==> src/rtl/s_mem_pkg.sv <==
// Shared types and helpers for the S-memory init and shuffle FSMs.
package s_mem_pkg;

  localparam int unsigned ADDR_W  = 8;
  localparam int unsigned DATA_W  = 8;
  localparam int unsigned KEY_LEN = 3;

  typedef enum logic [3:0] {
    StIdle,
    StRdI,
    StWtI,
    StCalcJ,
    StRdJ,
    StWtJ,
    StWrI,
    StWrJ,
    StDone
  } shuffle_state_t;

  // Byte 0 is the most significant byte of the key.
  function automatic logic [DATA_W-1:0] key_byte(input logic [KEY_LEN*DATA_W-1:0] key,
                                                  input logic [1:0]                 idx);
    logic [DATA_W-1:0] b;
    unique case (idx)
      2'd0:    b = key[23:16];
      2'd1:    b = key[15:8];
      default: b = key[7:0];
    endcase
    return b;
  endfunction

endpackage

==> src/rtl/s_mem_shuffle_if.sv <==
// Control and S-memory port bundle for the RC4 key-scheduling shuffle.
interface s_mem_shuffle_if #(
  parameter int unsigned KEY_W = 24
);
  import s_mem_pkg::*;

  logic              start;
  logic [KEY_W-1:0]  secret_key;
  logic [DATA_W-1:0] q;
  logic [ADDR_W-1:0] address;
  logic [DATA_W-1:0] data;
  logic              wen;
  logic              mem_req;
  logic              busy;
  logic              finish;

  modport master (
    output start, secret_key, q,
    input  address, data, wen, mem_req, busy, finish
  );

  modport slave (
    input  start, secret_key, q,
    output address, data, wen, mem_req, busy, finish
  );

endinterface

==> src/rtl/s_mem_shuffle.sv <==
// RC4 key-scheduling shuffle over a 256-byte single-port S memory.
module s_mem_shuffle
  import s_mem_pkg::*;
#(
  parameter int unsigned MEM_RD_LAT = 1,
  parameter int unsigned KEY_W      = 24
) (
  input logic           clk,
  input logic           reset,
  s_mem_shuffle_if.slave bus
);

  localparam int unsigned WaitW = (MEM_RD_LAT > 1) ? $clog2(MEM_RD_LAT) : 1;

  shuffle_state_t    state_q, state_d;
  logic [ADDR_W-1:0] i_q, i_d, j_q, j_d;
  logic [1:0]        key_idx_q, key_idx_d;
  logic [DATA_W-1:0] si_q, si_d, sj_q, sj_d;
  logic [WaitW-1:0]  wait_q, wait_d;
  logic [KEY_W-1:0]  key_q, key_d;
  logic [ADDR_W-1:0] address_q, address_d;
  logic [DATA_W-1:0] data_q, data_d;
  logic              wen_q, wen_d;
  logic              busy_q, busy_d;
  logic              finish_q, finish_d;
  logic              wait_last;

  assign wait_last = (wait_q == WaitW'(MEM_RD_LAT - 1));

  always_comb begin
    state_d   = state_q;
    i_d       = i_q;
    j_d       = j_q;
    key_idx_d = key_idx_q;
    si_d      = si_q;
    sj_d      = sj_q;
    wait_d    = '0;
    key_d     = key_q;

    unique case (state_q)
      StIdle: begin
        if (bus.start) begin
          key_d     = bus.secret_key;
          i_d       = '0;
          j_d       = '0;
          key_idx_d = '0;
          state_d   = StRdI;
        end
      end
      StRdI: state_d = StWtI;
      StWtI: begin
        if (wait_last) begin
          si_d    = bus.q;
          state_d = StCalcJ;
        end else begin
          wait_d = wait_q + 1'b1;
        end
      end
      StCalcJ: begin
        j_d     = j_q + si_q + key_byte(key_q[KEY_LEN*DATA_W-1:0], key_idx_q);
        state_d = StRdJ;
      end
      StRdJ: state_d = StWtJ;
      StWtJ: begin
        if (wait_last) begin
          sj_d    = bus.q;
          state_d = StWrI;
        end else begin
          wait_d = wait_q + 1'b1;
        end
      end
      StWrI: state_d = StWrJ;
      StWrJ: begin
        if (i_q == 8'hFF) begin
          state_d = StDone;
        end else begin
          i_d       = i_q + 8'd1;
          key_idx_d = (key_idx_q == 2'd2) ? 2'd0 : key_idx_q + 2'd1;
          state_d   = StRdI;
        end
      end
      StDone:  state_d = StIdle;
      default: state_d = StIdle;
    endcase
  end

  // Port values are decoded from the next state so the memory sees registered signals.
  always_comb begin
    address_d = '0;
    data_d    = '0;
    wen_d     = 1'b0;
    busy_d    = 1'b1;
    finish_d  = (state_d == StDone);

    unique case (state_d)
      StIdle, StDone: busy_d = 1'b0;
      StRdI, StWtI, StCalcJ: address_d = i_d;
      StRdJ, StWtJ: address_d = j_d;
      StWrI: begin
        address_d = i_d;
        data_d    = sj_d;
        wen_d     = 1'b1;
      end
      StWrJ: begin
        address_d = j_d;
        data_d    = si_d;
        wen_d     = 1'b1;
      end
      default: busy_d = 1'b0;
    endcase
  end

  always_ff @(posedge clk or posedge reset) begin
    if (reset) begin
      state_q   <= StIdle;
      i_q       <= '0;
      j_q       <= '0;
      key_idx_q <= '0;
      si_q      <= '0;
      sj_q      <= '0;
      wait_q    <= '0;
      key_q     <= '0;
      address_q <= '0;
      data_q    <= '0;
      wen_q     <= 1'b0;
      busy_q    <= 1'b0;
      finish_q  <= 1'b0;
    end else begin
      state_q   <= state_d;
      i_q       <= i_d;
      j_q       <= j_d;
      key_idx_q <= key_idx_d;
      si_q      <= si_d;
      sj_q      <= sj_d;
      wait_q    <= wait_d;
      key_q     <= key_d;
      address_q <= address_d;
      data_q    <= data_d;
      wen_q     <= wen_d;
      busy_q    <= busy_d;
      finish_q  <= finish_d;
    end
  end

  assign bus.address = address_q;
  assign bus.data    = data_q;
  assign bus.wen     = wen_q;
  assign bus.busy    = busy_q;
  assign bus.mem_req = busy_q;
  assign bus.finish  = finish_q;

endmodule
==> src/flat_wrapper.sv <==
// flat-port wrapper written by rule: the top's interface ports become plain ports
module s_mem_shuffle_flat import s_mem_pkg::*;
#(
  parameter int unsigned MEM_RD_LAT = 1,
  parameter int unsigned KEY_W      = 24
)
  (clk, reset, bus_start, bus_secret_key, bus_q, bus_address, bus_data, bus_wen, bus_mem_req, bus_busy, bus_finish);
  s_mem_shuffle_if #(.KEY_W(KEY_W)) bus_i ();
  input logic clk;
  input logic reset;
  input wire logic [$bits(bus_i.start)-1:0] bus_start;
  input wire logic [$bits(bus_i.secret_key)-1:0] bus_secret_key;
  input wire logic [$bits(bus_i.q)-1:0] bus_q;
  output wire logic [$bits(bus_i.address)-1:0] bus_address;
  output wire logic [$bits(bus_i.data)-1:0] bus_data;
  output wire logic [$bits(bus_i.wen)-1:0] bus_wen;
  output wire logic [$bits(bus_i.mem_req)-1:0] bus_mem_req;
  output wire logic [$bits(bus_i.busy)-1:0] bus_busy;
  output wire logic [$bits(bus_i.finish)-1:0] bus_finish;
  assign bus_i.start = bus_start;
  assign bus_i.secret_key = bus_secret_key;
  assign bus_i.q = bus_q;
  assign bus_address = bus_i.address;
  assign bus_data = bus_i.data;
  assign bus_wen = bus_i.wen;
  assign bus_mem_req = bus_i.mem_req;
  assign bus_busy = bus_i.busy;
  assign bus_finish = bus_i.finish;
  s_mem_shuffle #(.MEM_RD_LAT(MEM_RD_LAT), .KEY_W(KEY_W)) u_core (.clk(clk), .reset(reset), .bus(bus_i));
endmodule
==> config.mk <==
export PLATFORM = sky130hd
export DESIGN_NAME = s_mem_shuffle_flat
export DESIGN_NICKNAME = d
export VERILOG_FILES = /design/src/rtl/s_mem_pkg.sv /design/src/rtl/s_mem_shuffle_if.sv /design/src/rtl/s_mem_shuffle.sv /design/src/flat_wrapper.sv
export SDC_FILE = /design/constraint.sdc
export NUM_CORES = 1
export LEC_CHECK = 0
export ABC_CLOCK_PERIOD_IN_PS = 3200
export BUFFER_PORTS_ARGS = -buffer_cell sky130_fd_sc_hd__buf_2
export CAP_MARGIN = 20
export CORE_MARGIN = 5
export CORE_UTILIZATION = 30
export DETAILED_ROUTE_END_ITERATION = 10
export GPL_ROUTABILITY_DRIVEN = 0
export MAX_ROUTING_LAYER = met4
export PLACE_DENSITY = 0.5
export SLEW_MARGIN = 30
export SYNTH_ARGS = -nofsm -noshare
export SYNTH_HDL_FRONTEND = slang
export SYNTH_SLANG_ARGS = --single-unit
==> constraint.sdc <==
create_clock -name clk -period 3.2 [get_ports clk]
set_input_delay 0.32 -clock clk [delete_from_list [all_inputs] [get_ports clk]]
set_output_delay 0.32 -clock clk [all_outputs]
set_load 0.01 [all_outputs]
======== After elaboration in Yosys (flattened, before gate mapping) ========
Index checks and enable logic that the tools add are counted.
operators by class
  $add $sub $neg .......................... 5
  eq/ne operators ......................... 20
  muxes and demuxes ....................... 26
  reductions and logical operators ........ 10
operators with widths
  cell                   number
  $pmux W8 S2            5
  $mux W8                8
  $eq A4 B3 Y1 const B   8
  $pmux W4 S8            1
  $add A8 B8 Y8          2
  $eq A4 B2 Y1 const B   4
  $mux W4                4
  $add A8 B1 Y8 const B  1
  $eq A4 B1 Y1 const B   2
  $eq A8 B8 Y1 const B   1
  $reduce_or A7 Y1       1
  $mux W2                3
  $eq A4 B4 Y1 const B   1
  $logic_not A4 Y1       1
  $mux W1                4
  $ne A2 B2 Y1 const B   2
  $pmux W2 S2            1
  $reduce_or A2 Y1       2
  $reduce_or A4 Y1       1
  $reduce_and A3 Y1      1
  $reduce_or A3 Y1       1
  $add A2 B1 Y2 const B  1
  $eq A2 B1 Y1 const B   1
  $eq A2 B2 Y1 const B   1
  other kinds (4)        4
word-level totals
  register bits ........................... 82
  input port bits ......................... 35

======== Logic depth before layout (Yosys ltp) ========
Gate-level depths: netlist of the first run.
  depth after elaboration ................. 6
  gate-level depth with buffers ........... 13

======== Worst setup path before layout of the first run ========
Ideal clock, no wire load.
  path kind ............................... reg-to-reg
  start ................................... reg u_core.key_idx_q[0]
  end ..................................... reg u_core.j_q[7]
  arrival ................................. 2,875 ps
  setup slack ............................. 190 ps
  stages on the path, launching flop included .. 12
  buffers on the path ..................... 1
  period minus slack after synthesis ...... 3,010 ps
  cells stage by stage .................... dfrtp_1 -> buf_1 -> mux2i_1 -> o21ai_0 -> fa_1 -> ha_1 -> fa_1 -> a211oi_1 -> o21bai_1 -> a21oi_1 -> xnor2_1 -> o21ai_0
between the ends
  cells in the longest elaborated chain, start to end .. 5
ends and longest elaborated chain
  item                                              RTL line              source
  from (decl)                                       s_mem_shuffle.sv:17   logic [1:0] key_idx_q, key_idx_d;
  from (signal assigned)                            s_mem_shuffle.sv:132  key_idx_q <= key_idx_d;
  $eq A2 B1 Y1 or $logic_not A2 Y1 (tied branches)  s_mem_pkg.sv:24       unique case (idx)
  $pmux W8 S2 *                                     s_mem_pkg.sv:24
  $mux W8 *                                         s_mem_shuffle.sv:40   unique case (state_q)
  $add A8 B8 Y8 *                                   s_mem_shuffle.sv:60   j_d = j_q + si_q + key_byte(key_q[KEY_LEN*DATA_W-1:0], key_idx_q);
  $pmux W8 S2 *                                     s_mem_shuffle.sv:40
  net u_core.j_d[7]                                 s_mem_shuffle.sv:16   logic [ADDR_W-1:0] i_q, i_d, j_q, j_d;
  to (signal assigned)                              s_mem_shuffle.sv:131  j_q <= j_d;
  to (decl)                                         s_mem_shuffle.sv:16
The timed path passes the listed nets; every way through them passes the cells marked *. The select of a mux whose other input is x is not followed.
A chain may end at the register's enable or synchronous reset.

======== Worst setup path in the final report of the first run ========
Ends and elaborated chain as after synthesis.

==> impl_results.md, run 1 <==
* Status: finished clean
* Combinational family with the most area after synthesis: simple AND/OR/NAND/NOR gates
* Leakage power at ~2.2 nW
* Number of clock buffers inserted by TritonCTS at 9
* Synthesized net count at roughly 430
* Worst-margin pin slew at between 700 and 800 ps
* Pin count of the biggest net entering global routing at 37
* Overall power at 2.739 mW
* Routed length per placed instance at 15.11 um
* Total instance count after detailed placement at 565
* Clk_lat worst skew at 340 ps
* Max H-tree Level at 3
* Post-synthesis cell type with the largest combined area: sky130_fd_sc_hd__dfrtp_1
* Post-synthesis share of cell area spent on xor and xnor gates at 1.196%
* Worst-case clock buffer depth at 2
* Yosys cell types at 48
* Share of synthesized cell area in and, or, nand and nor gates at approximately a fifth
* Required time of the critical path at around 3400 ps
* Remaining max-slew budget at the tightest pin at about half
* Worst hold stages at 3
* Slowest cell delay on critical path at between 400 and 500 ps
* Via count of the first global-routing pass at 2861
* Effective utilization at floorplan at a little over 30%
* Share of layout cells above drive strength 1 at roughly a fifth
* Crit-path cells: buf_4 -> mux2i_1 -> nor2_1 -> a21oi_1 -> fa_1 -> inv_1 -> ha_1 -> fa_1 -> a211oi_2 -> o21bai_1 -> a21oi_1 -> xnor2_1 -> o21ai_0
* Commonest cells post-synth: 97 x sky130_fd_sc_hd__nand2_1, 73 x sky130_fd_sc_hd__dfrtp_1, 23 x sky130_fd_sc_hd__inv_1
* Port Buffer Count at 54
* Summed instance area of the synthesized netlist at around 0.0037 sq mm
* Number of routed nets with antenna violations at 0
* I/O pin cnt at 55
* Maximum net fanout on the critical path at 8
* Relative contribution of the clock network to total power at 42.4%
* Area growth from synthesis to final layout at 20.57%
* Register bit count reported by yosys at between 70 and 80
* Y dimension of the die at ~120 um
* Post-CTS Setup Inserts at 0
* Final hold viol count at 0
* Cell class contributing the biggest share of worst-path delay: adder cells
* CTS Root Buffer Type: sky130_fd_sc_hd__clkbuf_16
* Critical path's slowest cell: sky130_fd_sc_hd__dfrtp_1
* Core box area at roughly 0.012 sq mm
* DR vias at ~2.7k
* Path class of the lowest-slack min-delay path: input pin to register
* Hold Path Origin: bus_secret_key[12]
* Diodes inserted at 0
* Total of endpoints with negative setup slack in the final report at 0
* Total Die Area at ~0.015 sq mm
* Share of the synthesized area in the top cell type at 49.90%
* Utilization of the core after routing at 36.75%
* Hold EP: u_core.key_q[12]$_DFFE_PP0P_
* Net switching power at ~0.74 mW
* Share of flip-flops with an asynchronous set or reset at 100.0%
* TritonCTS clock tree: done
* Internal cell power at 2.003 mW
* Unrepaired setup endpoints after global routing: false
* WP buf/inv at 2
* Top FF cell, synth: sky130_fd_sc_hd__dfrtp_1
* HPWL reported at the end of detailed placement at ~6500 um
* Largest clock skew in the final design at approximately 4.8 ps
* First-pass detailed-route iteration total at 4
* Syn Inst Count at 378
* Post-synth EDFFs at 0
* Adder-Cell Fraction of Synth Area at approximately 6.8%
* Synth Area in Compound Gates at 15.04%
* Vias per cell at 4.675
* Power share of the sequential group at roughly 37%
* Final period demand of the worst path at slightly below 3000 ps
* Number of antenna violations at the first check in global routing at 0
* Net count, final at 480
* Cell count of the worst reg-to-reg path at 13
* Capture point of the worst reg-to-reg path: u_core.j_q[7]$_DFF_PP0_
* Wire length of the first global-routing pass at around 15000 um
* Achievable clock frequency at 342.6 MHz
* Highest ir drop seen on vdd at 273.7 uV
* Net switching share of the total power at between 20% and 30%
* Final Cycle Share at 91.21%
* Mean instance size in the synthesized netlist at 9.685 sq um
* Iteration-0 DRC count of the detailed router at ~160
* Clock sink total at 73
* Multiplexer area fraction after synthesis at about 3.3%
* Overall die width at ~120 um
* Data arrival time of the worst path at ~3100 ps
* Top cells by area, synth: sky130_fd_sc_hd__dfrtp_1 50%, sky130_fd_sc_hd__nand2_1 9.9%, sky130_fd_sc_hd__fa_1 4.4%
* Kind of critical path: register to register
* Combinational Power Share at 20.6%
* Endpoint class of the critical path: register
* Category of the worst setup path launch point: register
* Global route total overflow at 0
* Register area share after synthesis at about 50%
* DRC at 0
* Max-capacitance violation count at 0
* Finished Layout Cells at between 500 and 600
* Worst reg-to-reg setup slack at roughly 280 ps
* Cell area power density at 620.5 mW/mm^2
* Fillcell total at between 1k and 1.5k
* Startpoint of the worst-slack reg-to-reg timing path: u_core.key_idx_q[0]$_DFFE_PP0P_
* Global router's overall resource usage at approximately 13%
* Routed wire length at between 8000 and 9000 um
* Count of final max-slew check failures at 0
* FP Rows at 40
* Cell with the most instances after synthesis: sky130_fd_sc_hd__nand2_1
* Post-Route Setup TNS at 0 ps
* Clock Pin Slew Worst Setup and Hold Paths at roughly 60 ps
* Number of warnings issued by yosys at 0
[worst reg2reg max path: cells and delay by family, from the launching register on]
kind | cells | cell delay (ps)
multiplexers | 1 | 200
flip-flops | 1 | 450
AND/OR/NAND/NOR | 1 | 60
XOR/XNOR | 1 | 150
AO/OA/AOI/OAI | 5 | 810
adder cells (fa/ha/maj) | 3 | 860
buffers and inverters | 2 | 260
[final cells by class]
cell class	instances	area, sq um	area share [%]
flip-flops and latches	73	1827	41.38
multi-input cells	263	1657	37.53
repair buffers	60	317.8	7.200
clock buffers	10	239.0	5.414
well taps	147	183.9	4.167
clock inverters	5	103.9	2.353
inverters	23	86.33	1.956
[sequential cells by signal, summed over array words and instances (netlist names)]
signal	count
u_core.bus.finish	1
u_core.bus.wen	1
u_core.state_q	4
u_core.i_q	8
u_core.si_q	8
u_core.bus.data	8
u_core.bus.address	8
u_core.key_idx_q	2
u_core.bus.busy	1
u_core.key_q	24
u_core.j_q	8
[layout by cell type (no fill, tap or decap), types with 2 or more instances in the layout]
cell	instances
sky130_fd_sc_hd__nand2_1	97
sky130_fd_sc_hd__o21ai_1	4
sky130_fd_sc_hd__ha_1	7
sky130_fd_sc_hd__o31ai_1	5
sky130_fd_sc_hd__nand2b_1	7
sky130_fd_sc_hd__nand3_1	10
sky130_fd_sc_hd__a211oi_1	3
sky130_fd_sc_hd__nand2_2	2
sky130_fd_sc_hd__inv_1	22
sky130_fd_sc_hd__o211ai_1	2
sky130_fd_sc_hd__buf_4	5
sky130_fd_sc_hd__bufinv_16	3
sky130_fd_sc_hd__xnor2_1	4
sky130_fd_sc_hd__dfrtp_1	73
sky130_fd_sc_hd__fa_1	8
sky130_fd_sc_hd__o311a_1	2
sky130_fd_sc_hd__nor3_2	2
sky130_fd_sc_hd__mux2i_1	10
sky130_fd_sc_hd__a22oi_1	8
sky130_fd_sc_hd__clkbuf_16	9
sky130_fd_sc_hd__o21bai_1	3
sky130_fd_sc_hd__a21oi_1	11
sky130_fd_sc_hd__o2bb2ai_1	2
sky130_fd_sc_hd__o21ai_0	18
sky130_fd_sc_hd__a21o_1	2
sky130_fd_sc_hd__buf_2	54
sky130_fd_sc_hd__nor2b_1	6
sky130_fd_sc_hd__nor2_1	21
sky130_fd_sc_hd__or2_1	2
sky130_fd_sc_hd__a22o_1	7
sky130_fd_sc_hd__mux2_2	2
[worst max-delay path by stage]
| stage | slack [ps] | cells after the start | startpoint | to |
|---|---|---|---|---|
| finish | 280 | 13 | u_core.key_idx_q[0]$_DFFE_PP0P_ | u_core.j_q[7]$_DFF_PP0_ |
| detailed placement | 220 | 13 | u_core.key_idx_q[0]$_DFFE_PP0P_ | u_core.j_q[7]$_DFF_PP0_ |
| global route | 40 | 13 | u_core.key_idx_q[0]$_DFFE_PP0P_ | u_core.j_q[7]$_DFF_PP0_ |
| floorplan | 190 | 11 | u_core.key_idx_q[0]$_DFFE_PP0P_ | u_core.j_q[7]$_DFF_PP0_ |
| CTS | 190 | 13 | u_core.key_idx_q[0]$_DFFE_PP0P_ | u_core.j_q[7]$_DFF_PP0_ |
| global placement | 350 | 10 | u_core.key_idx_q[0]$_DFFE_PP0P_ | u_core.j_q[7]$_DFF_PP0_ |
[per-stage QoR]
| step | setup WS (ps) | hold slack (ps) | instance area (sq um) |
|---|---|---|---|
| 3_5_place_dp | 220.6 | 362.5 | 4056 |
| 3_3_place_gp | 350.1 | 351.4 | 4056 |
| 4_1_cts | 193.1 | 159.6 | 4409 |
| 5_1_grt | 44.99 | 161.3 | 4414 |
| 2_1_floorplan | 189.8 | 425.4 | 3661 |
| 6_report | 281.3 | 170.0 | 4414 |
[power by group through the flow]
stage	clock network, mW	registers, mW	logic, mW
5_1_grt	1.22	1.02	0.661
3_3_place_gp	0	1.03	0.550
4_1_cts	1.19	1.01	0.570
2_1_floorplan	0	1.02	0.416
3_5_place_dp	0	1.03	0.561
6_report	1.16	1.01	0.565
[logic make-up after synthesis]
group / Yosys count
AOI/OAI and AO/OA: 76
xor gates and xnor gates: 5
adders and majority gates: 15
buffers and inverters: 42
DFF: 73
muxes: 12
and+or+nand+nor: 155
[what timing repair did]
action / CTS / global route
hold endpoints to repair: 2 / 0
setup endpoints to repair: 0 / 1
hold buffers: 1 / 0
resized for setup: 0 / 1
[routing by layer]
metal / vias up / GRT usage [%] / share of wire [%]
met1: 1283 / 17.28 / 48
met5: - / - / 0
met4: 0 / 3.187 / 1.5
li1: 1371 / - / -
met2: 51 / 20.85 / 46
met3: 11 / 4.537 / 4.5
No activity file was read; power rests on OpenSTA's default activity.
==> inputs of run 2 (changes only) <==
- ABC_CLOCK_PERIOD_IN_PS: 3200 -> default
- PLACE_DENSITY: 0.5 -> 0.48
- TNS_END_PERCENT: default -> 5
- clock period: 3.2 -> 3.3 ns (I/O delays scaled with it)
==> run 2 against run 1 <==
Effect of this change: design area is 2.0% lower; combinational power down 6.2%; die area unchanged; non-clock buffer count decreased by 2; critical path depth is 4 lower; hold slack got worse by 99 ps; register-to-register slack hardly changed; clock-buffer cell count increased by 1; global-route usage is 0.58 points lower; cell count fell by 0.34%; total power fell by 11%; sequential share of layout area up 0.84 points; critical path type unchanged; critical endpoint unchanged; largest cell class unchanged; largest power group is now sequential cells; highest routed layer unchanged.
==> impl_results.md, run 2 (synthesized netlist as in run 1, its figures left out) <==
* Status: finished clean
* Total of endpoints with negative setup slack in the final report at 0 (unchanged)
* Maximum net fanout on the critical path at 19 (+11)
* Critical path's slowest cell: sky130_fd_sc_hd__dfrtp_1
* Effective utilization at floorplan at 30.48% (unchanged)
* Post-Place Setup Slack at 293.1 ps (+72.54 ps)
* Share of layout cells above drive strength 1 at 19.68% (-0.83 points)
* Remaining max-slew budget at the tightest pin at 47.54% (-2.5 points)
* Post_cts resized at 0 (unchanged)
* Total Die Area at 0.01451 sq mm (unchanged)
* Post-route setup slack at 293.8 ps (+12.45 ps)
* Number of clock buffers inserted by TritonCTS at 9 (unchanged)
* Area after detailed placement at 0.004049 sq mm (-0.19%)
* Category of the worst setup path launch point: register
* Routed wire length at 8551 um (-2.6%)
* Cell area power density at 565.1 mW/mm^2 (-8.9%)
* FP Rows at 40 (unchanged)
* I/O pin cnt at 55 (unchanged)
* Finished Layout Cells at 579 (-0.34%)
* Met2 usage in global routing at 18.06% (-2.8 points)
* Clk_lat worst skew at 330 ps (about the same)
* Data arrival time of the worst path at 3200 ps (+80 ps)
* Max-capacitance violation count at 0 (unchanged)
* Clock sink total at 73 (unchanged)
* Overall die width at 120.5 um (unchanged)
* Pin count of the biggest net entering global routing at 48 (+30%)
* Achievable clock frequency at 332.6 MHz (-2.9%)
* HPWL reported at the end of detailed placement at 6308 um (-2.3%)
* TritonCTS clock tree: done
* Slowest cell delay on critical path at 560 ps (+110 ps)
* Global router's overall resource usage at 12.92% (-0.58 points)
* Kind of critical path: register to register
* Post-Route Setup TNS at 0 ps (unchanged)
* Port Buffer Count at 54 (unchanged)
* First-pass detailed-route iteration total at 4 (unchanged)
* Hold-fix buffer count after cts at 0 (-1)
* Iteration-0 DRC count of the detailed router at 161 (-1.2%)
* Flip-flop and latch area at 0.001827 sq mm (unchanged)
* Utilization of the core after routing at 36.02% (-0.73 points)
* Reg with most FFs: u_core.key_q
* DR vias at 2716 (unchanged)
* Core box area at 0.01201 sq mm (unchanged)
* Overall power at 2.445 mW (-11%)
* DRC at 0 (unchanged)
* Via count of the first global-routing pass at 2727 (-4.7%)
* Required time of the critical path at 3490 ps (+90 ps)
* Final Cycle Share at 91.10% (-0.11 points)
* Max H-tree Level at 3 (unchanged)
* Number of antenna violations at the first check in global routing at 0 (unchanged)
* Max reg flops at 24 (unchanged)
* Met1 usage in global routing at 17.90% (+0.61 points)
* Y dimension of the die at 120.5 um (unchanged)
* Most used cells in the layout excluding fill and tap cells: 97 x sky130_fd_sc_hd__nand2_1, 73 x sky130_fd_sc_hd__dfrtp_1, 54 x sky130_fd_sc_hd__buf_2, 22 x sky130_fd_sc_hd__inv_1, 21 x sky130_fd_sc_hd__nor2_1
* Unrepaired setup endpoints after global routing: false
* Vias per cell at 4.691 (+0.35%)
* Largest clock skew in the final design at 7.438 ps (+2.609 ps)
* GR Util met3 at 2.760% (-1.8 points)
* Most common cell after layout, fill and taps aside: sky130_fd_sc_hd__nand2_1
* Area growth from synthesis to final layout at 18.18%
* Combined area of the multi-input logic cells at 0.001652 sq mm (-0.30%)
* Final hold viol count at 0 (unchanged)
* Worst slack on hold paths at 70.98 ps (-99.01 ps)
* Clock Pin Slew Worst Setup and Hold Paths at 60 ps (about the same)
* CTS Root Buffer Type: sky130_fd_sc_hd__clkbuf_16
* Count of final max-slew check failures at 0 (unchanged)
* Path class of the lowest-slack min-delay path: input pin to async pin
* Endpoint class of the critical path: register
* Final period demand of the worst path at 3006 ps (+87.55 ps)
* Highest ir drop seen on vdd at 209.9 uV (-23%)
* Leakage power at 2.145 nW (-1.8%)
* Crit-path cells: o21ai_0 -> fa_1 -> ha_1 -> fa_1 -> a211oi_1 -> o21bai_1 -> a21oi_1 -> xnor2_1 -> o21ai_0
* Diodes inserted at 0 (unchanged)
* Wire length of the first global-routing pass at 14160 um (-4.2%)
* Final cell area excluding filler cells at 0.004327 sq mm (-2.0%)
* Routed length per placed instance at 14.77 um (-2.2%)
* Fillcell total at 1264 (+2.8%)
* Worst-case clock buffer depth at 2 (unchanged)
* Number of routed nets with antenna violations at 0 (unchanged)
* Net count, final at 478 (-0.42%)
* Most Used Layer, Global Route: met2
* Total instance count after detailed placement at 564 (-0.18%)
* Global route total overflow at 0 (unchanged)
* Worst-margin pin slew at 782.6 ps (+36.83 ps)
* Post-CTS Setup Inserts at 0 (unchanged)
[run 2: final cells by class]
| class | count | area share, % |
|---|---|---|
| sequential | 73 | 42.22 |
| multi-input combinational | 263 | 38.17 |
| timing repair buffer | 58 | 6.940 |
| clock buffer | 11 | 5.379 |
| tap | 147 | 4.251 |
| inverter | 23 | 1.995 |
| clock inverter | 4 | 1.041 |
[run 2: worst paths after layout]
kind	depth (start not counted)	slack (ps)	end	startpoint
setup / recovery	9	290	u_core.j_q[7]$_DFF_PP0_	u_core.key_idx_q[1]$_DFFE_PP0P_
hold / removal	3	70	u_core.key_q[23]$_DFFE_PP0P_	reset
setup reg to reg	9	290	u_core.j_q[7]$_DFF_PP0_	u_core.key_idx_q[1]$_DFFE_PP0P_
hold reg to reg	2	480	u_core.key_q[13]$_DFFE_PP0P_	u_core.key_q[13]$_DFFE_PP0P_
max in group asynchronous	3	2700	u_core.i_q[3]$_DFF_PP0_	reset
min in group clk	3	180	u_core.key_q[18]$_DFFE_PP0P_	bus_secret_key[18]
[run 2: metal layers]
layer | vias to the layer above | wire length, um
met5 | - | 0
met4 | 0 | 168
met3 | 11 | 301
met2 | 53 | 3717
met1 | 1279 | 4363
li1 | 1373 | -
[run 2: power breakdown]
| group | switching [mW] | total, mW | internal, mW |
|---|---|---|---|
| combinational | 0.297 | 0.530 | 0.233 |
| sequential | 0.0356 | 0.985 | 0.949 |
| clock | 0.353 | 0.930 | 0.577 |
[run 2: worst max-delay path, delay by kind of cell, from the launching register on]
kind                       cells  cell delay, ps
xor gates and xnor gates       1             150
adders and majority gates      3            1140
DFF                            1             560
AOI/OAI and AO/OA              5            1000
==> inputs of run 3 (changes only) <==
- PLACE_DENSITY: 0.48 -> 0.59
==> run 3 against run 2 <==
Effect of this change: wire length shrank 0.49%; critical path depth grew 1; fmax is essentially flat; via count grew 1.1%; critical endpoint unchanged; highest routed layer unchanged; design area grew 0.29%; first-iteration DRC count shrank 39%; largest cell class unchanged; sequential share of layout area shrank 0.093 points; hold slack gained 70 ps; critical path type unchanged.
==> impl_results.md, run 3 (synthesized netlist as in run 1, its figures left out) <==
* Status: finished clean
* Remaining max-slew budget at the tightest pin at 46.32% (-1.2 points)
* Slowest cell delay on critical path at 470 ps (-90 ps)
* Endpoint class of the critical path: register
* Final period demand of the worst path at 3005 ps (-1.641 ps)
* Met1 usage in global routing at 17.57% (-0.33 points)
* Y dimension of the die at 120.5 um (unchanged)
* Final hold viol count at 0 (unchanged)
* FP Rows at 40 (unchanged)
* Combined area of the multi-input logic cells at 0.001657 sq mm (+0.30%)
* Largest clock skew in the final design at 7.576 ps (+0.1382 ps)
* Clock sink total at 73 (unchanged)
* Vias per cell at 4.749 (+1.2%)
* Effective utilization at floorplan at 30.48% (unchanged)
* Routed length per placed instance at 14.72 um (-0.32%)
* Number of antenna violations at the first check in global routing at 0 (unchanged)
* Fillcell total at 1246 (-1.4%)
* Max reg flops at 24 (unchanged)
* DRC at 0 (unchanged)
* Critical path's slowest cell: sky130_fd_sc_hd__dfrtp_1
* Reg with most FFs: u_core.key_q
* Worst-case clock buffer depth at 2 (unchanged)
* Post-Route Setup TNS at 0 ps (unchanged)
* HPWL reported at the end of detailed placement at 6316 um (+0.14%)
* Worst reg-to-reg setup slack at 300 ps (about the same)
* Count of final max-slew check failures at 0 (unchanged)
* Clock Pin Slew Worst Setup and Hold Paths at 60 ps (about the same)
* Data arrival time of the worst path at 3200 ps (about the same)
* Relative contribution of the clock network to total power at 37.7% (-0.3 points)
* Worst slack on hold paths at 141.5 ps (+70.47 ps)
* Cell area power density at 571.5 mW/mm^2 (+1.1%)
* Maximum net fanout on the critical path at 6 (-13)
* Most used cells in the layout excluding fill and tap cells: 97 x sky130_fd_sc_hd__nand2_1, 72 x sky130_fd_sc_hd__dfrtp_1, 54 x sky130_fd_sc_hd__buf_2, 22 x sky130_fd_sc_hd__inv_1, 21 x sky130_fd_sc_hd__nor2_1
* Number of routed nets with antenna violations at 0 (unchanged)
* Most Used Layer, Global Route: met2
* Via count of the first global-routing pass at 2756 (+1.1%)
* Global route total overflow at 0 (unchanged)
* Wire length of the first global-routing pass at 14230 um (+0.54%)
* Internal cell power at 1.771 mW (+0.65%)
* Max-capacitance violation count at 0 (unchanged)
* Routed wire length at 8509 um (-0.49%)
* Met2 usage in global routing at 18.58% (+0.52 points)
* Net count, final at 477 (-0.21%)
* Flip-flop and latch area at 0.001828 sq mm (about the same)
* Net switching share of the total power at 28.61% (+0.56 points)
* Max H-tree Level at 3 (unchanged)
* Power share of the sequential group at 39.7% (-0.6 points)
* Overall die width at 120.5 um (unchanged)
* Global router's overall resource usage at 12.94% (+0.027 points)
* Worst-margin pin slew at 804.0 ps (+21.45 ps)
* Achievable clock frequency at 332.8 MHz (about the same)
* Path class of the lowest-slack min-delay path: input pin to async pin
* Total instance count after detailed placement at 563 (-0.18%)
* First-pass detailed-route iteration total at 4 (unchanged)
* Core box area at 0.01201 sq mm (unchanged)
* CTS Root Buffer Type: sky130_fd_sc_hd__clkbuf_16
* Pin count of the biggest net entering global routing at 39 (-19%)
* Unrepaired setup endpoints after global routing: false
* Category of the worst setup path launch point: register
* TritonCTS clock tree: done
* Share of layout cells above drive strength 1 at 19.72% (+0.046 points)
* Required time of the critical path at 3500 ps (about the same)
* Total of endpoints with negative setup slack in the final report at 0 (unchanged)
* Kind of critical path: register to register
* I/O pin cnt at 55 (unchanged)
* Hold-fix buffer count after cts at 0 (unchanged)
* Combinational Power Share at 22.6% (+0.9 points)
* Total Die Area at 0.01451 sq mm (unchanged)
* Finished Layout Cells at 578 (-0.17%)
* Highest ir drop seen on vdd at 227.9 uV (+8.6%)
* Iteration-0 DRC count of the detailed router at 98 (-39%)
* Leakage power at 2.138 nW (-0.34%)
* Area growth from synthesis to final layout at 18.52%
* Number of clock buffers inserted by TritonCTS at 9 (unchanged)
* Crit-path cells: mux2i_1 -> o21ai_0 -> fa_1 -> ha_1 -> fa_1 -> a211oi_2 -> o21bai_1 -> a21oi_1 -> xnor2_1 -> o21ai_0
* Most common cell after layout, fill and taps aside: sky130_fd_sc_hd__nand2_1
* Final Cycle Share at 91.05% (about the same)
* Diodes inserted at 0 (unchanged)
* DR vias at 2745 (+1.1%)
* Net switching power at 0.7094 mW (+3.5%)
* Port Buffer Count at 54 (unchanged)
* GR Util met3 at 3.227% (+0.47 points)
* Clk_lat worst skew at 340 ps (about the same)
-- run 3: cell types whose count changed in the layout (fill, tap and decap cells not counted), sizes merged --
cell,change
clkinv,-2
buf,-1
clkbuf,+1
clkinvlp,+1
-- run 3: worst max-delay path, delay by kind of cell (launching register included) --
kind                       cells  cell delay (ps)
xor gates and xnor gates       1              160
DFF                            1              470
adders and majority gates      3             1160
muxes                          1              150
AOI/OAI and AO/OA              5              910
-- run 3: repair_timing --
action,in CTS,in global routing
setup buffers,0,0
setup endpoints to repair,0,2
resized for setup,0,2
-- run 3: final timing paths --
path                       cells after the start                         endpoint                             from
max                                           10          u_core.j_q[7]$_DFF_PP0_  u_core.key_idx_q[0]$_DFFE_PP0P_
min                                            2          u_core.i_q[6]$_DFF_PP0_                            reset
max reg2reg                                   10          u_core.j_q[7]$_DFF_PP0_  u_core.key_idx_q[0]$_DFFE_PP0P_
min reg2reg                                    2     u_core.key_q[10]$_DFFE_PP0P_     u_core.key_q[10]$_DFFE_PP0P_
max in group asynchronous                      3  u_core.key_idx_q[1]$_DFFE_PP0P_                            reset
min in group clk                               3     u_core.key_q[21]$_DFFE_PP0P_               bus_secret_key[21]
-- run 3: power groups by stage --
stage                     clock network [mW]  registers, mW  logic, mW
final                                  0.935          0.986      0.560
after global routing                   0.993          0.992      0.638
after floorplan                            0          0.988      0.404
after detailed placement                   0           1.00      0.550
after CTS                              0.958          0.986      0.553
after global placement                     0           1.00      0.523
-- run 3: cell type report --
class	instances	share of cell area, %
multi-input cells	263	38.18
well taps	147	4.239
repair buffers	57	7.036
flip-flops and latches	73	42.13
clock inverters	3	0.9804
clock buffers	12	5.450
inverters	23	1.990
-- run 3: layer usage --
metal | up-vias | part of all wire [%]
met3 | 17 | 4.9
met4 | 0 | 2.1
li1 | 1364 | -
met1 | 1289 | 49
met2 | 75 | 44
met5 | - | 0
-- run 3: metrics by stage --
stage / cell area [sq um] / setup slack [ps] / power, mW / utilization (%)
2_1_floorplan: 3661 / 289.8 / 1.392 / -
3_3_place_gp: 4054 / 412.2 / 1.525 / 33.75
3_5_place_dp: 4054 / 273.9 / 1.550 / 33.75
4_1_cts: 4333 / 243.8 / 2.497 / 36.07
5_1_grt: 4339 / 108.3 / 2.623 / 36.13
6_report: 4339 / 295.4 / 2.480 / 36.13
